===== config.mk =====
export PLATFORM = sky130hd
export DESIGN_NAME = ptw_req_arbiter
export DESIGN_NICKNAME = d
export VERILOG_FILES = /design/src/rtl/ptw_req_arbiter.sv
export SDC_FILE = /design/constraint.sdc
export NUM_CORES = 1
export LEC_CHECK = 0
export ABC_AREA = 1
export BUFFER_PORTS_ARGS = -buffer_cell sky130_fd_sc_hd__buf_4
export CAP_MARGIN = 20
export CORE_ASPECT_RATIO = 0.7
export CORE_MARGIN = 2
export CORE_UTILIZATION = 30
export CTS_CLUSTER_SIZE = 25
export DETAILED_ROUTE_END_ITERATION = 10
export HOLD_SLACK_MARGIN = 0.15
export PLACE_DENSITY = 0.61
export SYNTH_ARGS = -nofsm -noshare
export SYNTH_HDL_FRONTEND = slang
export SYNTH_SLANG_ARGS = --single-unit

===== constraint.sdc =====
create_clock -name clock -period 1.5 [get_ports clock]
set_clock_uncertainty 0.05 [all_clocks]
set_input_delay 0.225 -clock clock [delete_from_list [all_inputs] [get_ports clock]]
set_output_delay 0.225 -clock clock [all_outputs]
set_load 0.01 [all_outputs]

===== src/rtl/ptw_req_arbiter.sv =====
// rtl/ptw_req_arbiter.sv - round-robin arbiter between I-TLB and D-TLB page-table-walk requests
module ptw_req_arbiter #(
    parameter int REQ_W = 33,
    parameter int PPN_W = 38
) (
    input  logic             clock,
    input  logic             reset,
    output logic             io_c0_req_ready,
    input  logic             io_c0_req_valid,
    input  logic [REQ_W-1:0] io_c0_req_bits,
    output logic             io_c1_req_ready,
    input  logic             io_c1_req_valid,
    input  logic [REQ_W-1:0] io_c1_req_bits,
    output logic             io_c0_resp_valid,
    output logic             io_c1_resp_valid,
    output logic [PPN_W-1:0] io_resp_ppn,
    output logic [7:0]       io_resp_flags,
    input  logic             io_ptw_req_ready,
    output logic             io_ptw_req_valid,
    output logic [REQ_W-1:0] io_ptw_req_bits,
    input  logic             io_ptw_resp_valid,
    input  logic [PPN_W-1:0] io_ptw_resp_ppn,
    input  logic [7:0]       io_ptw_resp_flags,
    input  logic             io_ptw_invalidate,
    output logic             io_busy,
    output logic             io_owner
);

    typedef enum logic [1:0] {
        S_IDLE = 2'd0,
        S_REQ  = 2'd1,
        S_WAIT = 2'd2
    } state_t;

    state_t           r_state;
    // Client that wins the next tie: the opposite of the last served client.
    // Stored pre-inverted so reset (0) prefers client 0.
    logic             r_pref;
    logic             r_owner;
    logic             r_kill;
    logic [REQ_W-1:0] r_req_bits;
    logic             r_c0_resp_valid;
    logic             r_c1_resp_valid;
    logic [PPN_W-1:0] r_resp_ppn;
    logic [7:0]       r_resp_flags;

    logic w_idle;
    logic w_grant0;
    logic w_grant1;
    logic w_accept;

    // Grant decision: sole requester wins, ties go to the preferred client
    always_comb begin
        w_idle          = (r_state == S_IDLE);
        w_grant0        = io_c0_req_valid & (~io_c1_req_valid | ~r_pref);
        w_grant1        = io_c1_req_valid & (~io_c0_req_valid |  r_pref);
        io_c0_req_ready = w_idle & w_grant0 & ~io_ptw_invalidate;
        io_c1_req_ready = w_idle & w_grant1 & ~io_ptw_invalidate;
        w_accept        = io_c0_req_ready | io_c1_req_ready;
    end

    // Walk sequencing: accept, present to walker, await response, route it back
    always_ff @(posedge clock) begin
        if (reset) begin
            r_state         <= S_IDLE;
            r_pref          <= 1'b0;
            r_owner         <= 1'b0;
            r_kill          <= 1'b0;
            r_req_bits      <= '0;
            r_c0_resp_valid <= 1'b0;
            r_c1_resp_valid <= 1'b0;
            r_resp_ppn      <= '0;
            r_resp_flags    <= '0;
        end else begin
            r_c0_resp_valid <= 1'b0;
            r_c1_resp_valid <= 1'b0;
            case (r_state)
                S_IDLE: begin
                    if (w_accept) begin
                        r_state    <= S_REQ;
                        r_owner    <= io_c1_req_ready;
                        r_req_bits <= io_c1_req_ready ? io_c1_req_bits : io_c0_req_bits;
                    end
                end
                S_REQ: begin
                    // A flush abandons the request before the walker takes it
                    if (io_ptw_invalidate) begin
                        r_state <= S_IDLE;
                        r_owner <= 1'b0;
                    end else if (io_ptw_req_ready) begin
                        r_state <= S_WAIT;
                    end
                end
                S_WAIT: begin
                    if (io_ptw_resp_valid) begin
                        r_resp_ppn      <= io_ptw_resp_ppn;
                        r_resp_flags    <= io_ptw_resp_flags;
                        r_c0_resp_valid <= ~r_kill & ~io_ptw_invalidate & ~r_owner;
                        r_c1_resp_valid <= ~r_kill & ~io_ptw_invalidate &  r_owner;
                        r_pref          <= ~r_owner;
                        r_kill          <= 1'b0;
                        r_owner         <= 1'b0;
                        r_state         <= S_IDLE;
                    end else if (io_ptw_invalidate) begin
                        // Walk already in flight: let it finish but drop its result
                        r_kill <= 1'b1;
                    end
                end
                default: begin
                    r_state <= S_IDLE;
                end
            endcase
        end
    end

    assign io_ptw_req_valid = (r_state == S_REQ);
    assign io_ptw_req_bits  = r_req_bits;
    assign io_busy          = ~w_idle;
    assign io_owner         = r_owner;
    assign io_c0_resp_valid = r_c0_resp_valid;
    assign io_c1_resp_valid = r_c1_resp_valid;
    assign io_resp_ppn      = r_resp_ppn;
    assign io_resp_flags    = r_resp_flags;

endmodule


# After elaboration in Yosys (flattened, before gate mapping)
# Cells that the tools add are included.
[word_totals] reg_bits=86 output_inout_bits=86
[classes] bitwise_logic=21 reduce_logical=9 n_eq_ne=6 n_mux=12
[op_table] cell="$mux W33" n=1
[op_table] cell="$and A1 B1 Y1" n=9
[op_table] cell="$not A1 Y1" n=9
[op_table] cell="$mux W2" n=4
[op_table] cell="$pmux W2 S3" n=1
[op_table] cell="$reduce_and A2 Y1" n=3
[op_table] cell="$mux W1" n=5
[op_table] cell="$ne A2 B1 Y1 const B" n=2
[op_table] cell="$reduce_and A4 Y1" n=1
[op_table] cell="$ne A3 B2 Y1 const B" n=1
[op_table] cell="$or A1 B1 Y1" n=3
[op_table] cell="$pmux W1 S3" n=1
[op_table] cell="$reduce_and A3 Y1" n=1
[op_table] cell="$reduce_bool A3 Y1" n=1
[op_table] cell="$reduce_or A3 Y1" n=1
[op_table] cell="$eq A2 B1 Y1 const B" n=1
[op_table] cell="$eq A2 B2 Y1 const B" n=1
[op_table] cell="$logic_not A2 Y1" n=1
[op_table] cell="$ne A2 B2 Y1 const B" n=1
[op_table] cell="$reduce_bool A2 Y1" n=1

# Longest topological paths before layout
# Gate-level depths: netlist (run 1).
[depth] ltp_word=8 mapped_depth=11 ltp_nobuf=10

# Least setup slack after synthesis (run 1)
# No wires, ideal clock.
[synth_timing] kind="reg2reg" startpoint="register r_state[0]" endpoint="register r_req_bits[10] (netlist: io_ptw_req_bits[10])" path_slack_ns=-0.067 period_less_slack_ns=1.567 path_stages_with_launch=11 required_ns=1.392 path_buffers=1 arrival_ns=1.459 setup_ns=0.058 cell_sequence="dfxtp_1 -> inv_1 -> ha_1 -> inv_1 -> nor2_2 -> nand3_2 -> clkbuf_1 -> nand2_1 -> nand3_1 -> nand3_1 -> inv_1"
[synth_between] elab_chain_len=5
[synth_lines] item="from (decl)" line_no="35" source="state_t r_state;"
[synth_lines] item="from (signal assigned)" line_no="65" source="r_state <= S_IDLE;"
[synth_lines] item="from (signal assigned)" line_no="80" source="r_state <= S_REQ;"
[synth_lines] item="from (signal assigned)" line_no="88" source="r_state <= S_IDLE;"
[synth_lines] item="$logic_not A2 Y1 *" line_no="54, 77"
[synth_lines] item="$and A1 B1 Y1 (on tied branches) (2 in a row)" line_no="57, 58"
[synth_lines] item="$or A1 B1 Y1" line_no="59" source="w_accept = io_c0_req_ready | io_c1_req_ready;"
[synth_lines] item="$reduce_and A2 Y1 (no line)"
[synth_lines] item="to (signal assigned)" line_no="82" source="r_req_bits <= io_c1_req_ready ? io_c1_req_bits : io_c0_req_bits;"
[synth_lines] item="to (decl)" line_no="41" source="logic [REQ_W-1:0] r_req_bits;"
# Mark *: on every way between the ends. The rest lies on a longest branch, timed or not.
# A chain may end at the register's enable or synchronous reset.

# Final worst setup path (run 1)
[layout_timing] startpoint="register r_state[0]" endpoint="output io_c0_req_ready"
[layout_between] elab_chain_len=3
[layout_lines] item="$logic_not A2 Y1" line_no="54" source="w_idle = (r_state == S_IDLE);"
[layout_lines] item="$and A1 B1 Y1 (2 in a row)" line_no="57" source="io_c0_req_ready = w_idle & w_grant0 & ~io_ptw_invalidate;"
[layout_lines] item="to (decl)" line_no="8" source="output logic io_c0_req_ready,"
# Every way passes these cells.

==> impl_metrics.tcl, run 1 <==
set metrics [dict create \
    power_w 0.00930 \
    hold_end "io_ptw_req_bits[5]" \
    maxSlewViolCount 0 \
    area_growth_pct 85.0 \
    p_leak_nw 3.31 \
    place_hpwl_um 8310 \
    viasPerCell 4.59 \
    p_clk_share_pct 25.4 \
    crit_path_start_kind "flip-flop" \
    cts_buffer_depth 2 \
    critPathKind "flip-flop to primary output" \
    drc 0 \
    portBuffers 204 \
    power_density_mw_per_mm2 1350 \
    grt_max_degree 47 \
    ys_warn_count 0 \
    swShare_pct 32.5 \
    ys_types 21 \
    syn_inst 513 \
    grt_pass1_wl_um 20500 \
    synth-seq-area-share_pct 46.2 \
    crit_path_end_kind "primary output" \
    timing.rr.end "io_ptw_req_bits[8]" \
    place_congestion 0.857 \
    fin_nets 921 \
    r2r_slack_ns -0.09 \
    core_area_mm2 0.0123 \
    hold_path_depth 5 \
    n_antenna_cell 0 \
    first_pass_iters 5 \
    wire_per_inst_um 13.5 \
    synth_nets 637 \
    fin_crit_ns 1.63 \
    dp_slack_ns -0.0339 \
    switchingPower_w 0.00302 \
    drt_iter0_markers 205 \
    fin_tns_setup_ns -1.22 \
    rsz0062_at_grt "true" \
    fmax_mhz 615 \
    clockRootBuffer "clkbuf_16" \
    min_path_type "input pin to flip-flop" \
    die_area_mm2 0.0134 \
    peakVddDrop_uv 899 \
    worstPathArrival_ns 1.35 \
    antenna_found_initial 0 \
    worst_pin_slew_ns 0.477 \
    finalWirelength_um 13100 \
    maxCapViolCount 0 \
    max-slew-margin-rel_pct 68.2 \
    reg2reg_depth 10 \
    p_int_w 0.00628 \
    pin_count 205 \
    fin_crit_sh_pct 108 \
    syn_area_per_cell_um2 7.27 \
    vias 4422 \
    die_h_um 97.3 \
    pwr-share-comb_pct 43.3 \
    grt-ovfl-total 0 \
    crit_fanout 3 \
    min-delay-start "io_c1_req_bits[5]" \
    grt_pass1_vias 4334 \
    num_rows 34 \
    fillers 1099 \
    cts.clk_slew.worst_paths_ns 0.07 \
    clk_latency_ns 0.33 \
    drive_gt1_share_pct 33.2 \
    netlist_area_mm2 0.00373 \
    violations "setup timing" \
    ant_nets 0 \
    die_w_um 137 \
    seq_power_share_pct 31.3 \
    numCtsBuffers 9 \
    worstPathRequired_ns 1.22 \
    track_usage_pct 18.9 \
    timing.rr.start "r_state[0]" \
    cts.sinks 86 \
    synth-seq-cells 86 \
    h-tree-depth 3 \
    cts_tree "done" \
    fin_ws_ns -0.127 \
    start_util_pct 30.3 \
    status "finished with violations" \
    hold_violations 0 \
    setup_viol 21 \
]
worst max-delay path by stage:
stage	slack, ns	from	to	depth (start not counted)
CTS	-0.14	r_state[0]	io_c1_req_ready	8
global route	-0.20	r_state[0]	io_c0_req_ready	6
global placement	0.03	r_state[0]	io_ptw_req_bits[15]	11
floorplan	0.008	r_state[0]	io_resp_ppn[0]	7
finish	-0.13	r_state[0]	io_c0_req_ready	6
detailed placement	-0.03	r_state[0]	io_ptw_req_bits[14]	11
area by class of cell:
class / count / area, um^2 / area share (%)
timing repair buffer: 310 / 2750 / 39.8
clock inverter: 5 / 83.8 / 1.22
sequential: 86 / 1720 / 25.0
tap: 162 / 203 / 2.94
inverter: 46 / 175 / 2.54
multi-input combinational: 344 / 1730 / 25.1
clock buffer: 11 / 233 / 3.37
worst max-delay path, stage by stage, from the launching register on:
cell     delay [ns]
dfxtp_2        0.32
inv_2          0.07
ha_4           0.14
buf_4          0.13
nand3_4        0.10
a21oi_2        0.12
buf_4          0.13
synthesized netlist by cell type, drive strengths merged:
library cell	instances	area share [%]
dfxtp	86	46
buf	24	3.8
or2	34	5.7
nand4	1	0.17
a21oi	48	6.4
nor2	10	1.1
nor3	2	0.27
inv	46	4.6
ha	5	1.7
o22ai	1	0.17
nand2	124	13
clkbuf	13	1.3
nand3	119	16
cells in the final DEF (no fill, tap or decap):
cell type,n
a21oi_1,47
a21oi_2,1
buf_12,9
buf_16,2
buf_4,215
buf_6,5
bufbuf_16,1
bufinv_16,2
clkbuf_1,2
clkbuf_16,11
clkinv_4,1
clkinvlp_4,2
dfxtp_1,84
dfxtp_2,2
dlygate4sd3_1,76
ha_1,2
ha_2,1
ha_4,2
inv_1,41
inv_2,4
inv_4,1
nand2_1,122
nand2_2,1
nand2_8,1
nand3_1,116
nand3_4,3
nand4_1,1
nor2_1,9
nor2_4,1
nor3_1,2
o22ai_1,1
or2_0,19
or2_1,14
or2_2,1
flip-flops by register name, summed over array words and instances, names as in the netlist:
name	flops
io_resp_flags	8
r_state	2
io_owner	1
io_resp_ppn	38
r_pref	1
r_kill	1
io_ptw_req_bits	33
io_c0_resp_valid	1
io_c1_resp_valid	1
layer usage:
metal	GRT usage [%]	part of all wire, %	wire [um]	vias to the layer above
met5	0	0	0	-
met4	5.47	1.3	171	0
met3	4.85	5.7	750	17
met2	31.5	49	6340	147
met1	23.9	44	5800	2036
li1	-	-	-	2222
cells by family (layout without fill, tap and decap cells):
family	after synthesis	in the layout	share of synthesized area [%]
AND/OR/NAND/NOR	290	290	35.9
flip-flops	86	86	46.2
buffers and inverters	83	372	9.69
AO/OA/AOI/OAI	49	49	6.61
adder cells (fa/ha/maj)	5	5	1.68
repair_timing:
action | CTS | global route
hold buffers | 76 | 0
buffers inserted | 8 | 1
endpoints found under the setup margin | 22 | 63
pin swaps | 4 | 4
gates cloned | 3 | 2
resized for setup | 18 | 8
hold endpoints to repair | 68 | 0
power groups by stage:
stage | logic, W | clock network (W) | registers (W)
after floorplan | 0.00167 | 0 | 0.00309
after global placement | 0.00318 | 0 | 0.00292
after detailed placement | 0.00322 | 0 | 0.00294
after CTS | 0.00383 | 0.00244 | 0.00291
after global routing | 0.00444 | 0.00255 | 0.00295
final | 0.00403 | 0.00237 | 0.00291
metrics by stage:
stage	hold slack, ns	utilization [%]	area (um^2)	instances
floorplan	0.312	-	3770	513
global placement	0.394	44.8	5510	859
detailed placement	0.402	44.8	5510	859
CTS	0.150	55.3	6800	961
global route	0.170	56.1	6900	964
finish	0.158	56.1	6900	964
Note: power is estimated with default switching activity, not from simulation.
==> run 2: changes to the inputs <==
- PLACE_DENSITY: 0.61 -> 0.59
- clock period: 1.5 -> 1.9 ns (I/O delays scaled with it)
==> run 2 against run 1 <==
Against the previous run:
- the run now ends clean
- critical path depth up 1
- sequential power down 21%
- worst setup slack better by 0.27 ns
- die area unchanged
- sequential share of layout area up 4.9 points
- global-route usage down 2.4 points
- clock power down 24%
- hold slack better by 0.0081 ns
- critical path type unchanged
- largest power group unchanged
==> impl_metrics.tcl, run 2 (same netlist as run 1, synthesis figures left out) <==
set metrics [dict create \
    status "completed" \
    ant_nets 0 \
    grt_max_degree 67 \
    finalWirelength_um 11200 \
    maxSlewViolCount 0 \
    cts.sinks 86 \
    p_int_w 0.00434 \
    hold_path_depth 3 \
    pwr-share-comb_pct 36.9 \
    clockRootBuffer "clkbuf_16" \
    regArea_mm2 0.00172 \
    start_util_pct 30.3 \
    die_area_mm2 0.0134 \
    portBuffers 204 \
    drive_gt1_share_pct 34.0 \
    timing.rr.end "io_ptw_req_bits[7]" \
    min-delay-start "io_ptw_resp_ppn[36]" \
    worstPathRequired_ns 1.56 \
    n_antenna_cell 0 \
    max-slew-margin-rel_pct 67.2 \
    rsz0062_at_grt "false" \
    crit_fanout 8 \
    seq_power_share_pct 35.4 \
    vias 3992 \
    fin_crit_sh_pct 92.5 \
    final_common_cell "buf_4" \
    worst_pin_slew_ns 0.492 \
    fin_nets 830 \
    r2r_slack_ns 0.27 \
    die_w_um 137 \
    core_area_mm2 0.0123 \
    h-tree-depth 3 \
    viasPerCell 4.57 \
    multiInputGateArea_mm2 0.00166 \
    reg2reg_depth 12 \
    num_rows 34 \
    setup_viol 0 \
    pin_count 205 \
    drt_iter0_markers 193 \
    place_hpwl_um 8140 \
    cts_buffer_depth 2 \
    fmax_mhz 569 \
    timing.rr.start "r_state[0]" \
    fillers 1218 \
    grt-ovfl-total 0 \
    first_pass_iters 4 \
    p_clk_share_pct 27.7 \
    clk_latency_ns 0.33 \
    hold_end "io_resp_ppn[36]" \
    switchingPower_w 0.00215 \
    place_congestion 0.838 \
    area_growth_pct 54.4 \
    maxCapViolCount 0 \
    cts_tree "done" \
    peakVddDrop_uv 662 \
    cts.clk_slew.worst_paths_ns 0.06 \
    fin_tns_setup_ns 0 \
    min_path_type "input pin to flip-flop" \
    grt_pass1_vias 3655 \
    worstPathArrival_ns 1.42 \
    power_density_mw_per_mm2 1130 \
    fin_crit_ns 1.76 \
    wire_per_inst_um 12.8 \
    track_usage_pct 16.4 \
    numCtsBuffers 9 \
    hold_violations 0 \
    critPathKind "flip-flop to primary output" \
    power_w 0.00649 \
    grt_pass1_wl_um 17700 \
    drc 0 \
    p_leak_nw 2.83 \
    mostFrequentLayoutCells "buf_4 (214), nand2_1 (123), nand3_1 (118), dfxtp_1 (86), a21oi_1 (48)" \
    crit_path_start_kind "flip-flop" \
    swShare_pct 33.1 \
    die_h_um 97.3 \
    crit_path_end_kind "primary output" \
    antenna_found_initial 0 \
    largest_register_ffs 38 \
]
## run 2: cell types whose count changed in the layout (fill, tap and decap cells not counted), moves of 2 or more
cell / delta
or2_1: -2
or2_0: +2
nand3_4: -3
buf_6: -5
nand3_1: +2
buf_12: -6
dfxtp_1: +2
dfxtp_2: -2
clkbuf_8: +2
clkbuf_16: -2
buf_16: -2
dlygate4sd3_1: -74
## run 2: timing repair
item                                    4_1_cts  5_1_grt
gates resized for setup                       3        2
endpoints found under the hold margin         2        0
pin swaps                                     0        0
setup buffers                                 0        2
hold buffers                                  2        0
endpoints found under the setup margin        1        2
## run 2: cell type report
type                       instances  share of cell area, %
inverter                          46                   3.04
clock buffer                      12                   4.45
tap                              162                   3.52
multi-input combinational        344                   28.9
clock inverter                     4                  0.956
timing repair buffer             219                   29.3
sequential                        86                   29.9
## run 2: power by group through the flow
stage | sequential [W] | clock [W] | combinational (W)
after floorplan | 0.00244 | 0 | 0.00128
after global placement | 0.00232 | 0 | 0.00234
after global routing | 0.00234 | 0.00195 | 0.00268
final | 0.00229 | 0.00180 | 0.00240
after CTS | 0.00229 | 0.00187 | 0.00240
after detailed placement | 0.00233 | 0 | 0.00238
## run 2: per-layer routing
metal	vias to the layer above	global-route usage [%]	wire length, um
li1	2027	-	-
met1	1823	21.6	5180
met2	125	26.1	5000
met3	17	4.54	801
met4	0	5.08	180
met5	-	0	0
## run 2: critical path, stage by stage (launching register included)
cell and delay (ns):
dfxtp_1 0.34, inv_2 0.11, ha_4 0.15, inv_1 0.06, nor2_2 0.09, nand3_2 0.11, inv_4 0.11, buf_4 0.12
## run 2: how the worst max path moves through the flow
stage          slack [ns]        from             endpoint  depth (start not counted)
2_1_floorplan        0.33  r_state[0]  io_ptw_req_bits[10]                         10
3_3_place_gp         0.30  r_state[1]   io_ptw_req_bits[0]                         11
3_5_place_dp         0.22  r_state[0]   io_ptw_req_bits[7]                          8
4_1_cts            0.0009  r_state[0]      io_c1_req_ready                          7
5_1_grt              0.04  r_state[1]      io_c1_req_ready                          7
6_report             0.14  r_state[0]      io_c1_req_ready                          7
## run 2: per-stage QoR
| step | hold WS [ns] | cells | instance area (um^2) | utilization [%] | setup WS (ns) |
|---|---|---|---|---|---|
| 2_1_floorplan | 0.372 | 513 | 3730 | - | 0.333 |
| 3_3_place_gp | 0.395 | 853 | 5400 | 43.9 | 0.303 |
| 3_5_place_dp | 0.403 | 853 | 5400 | 43.9 | 0.219 |
| 4_1_cts | 0.151 | 871 | 5730 | 46.6 | 0.000895 |
| 5_1_grt | 0.152 | 873 | 5760 | 46.8 | 0.0372 |
| 6_report | 0.166 | 873 | 5760 | 46.8 | 0.142 |
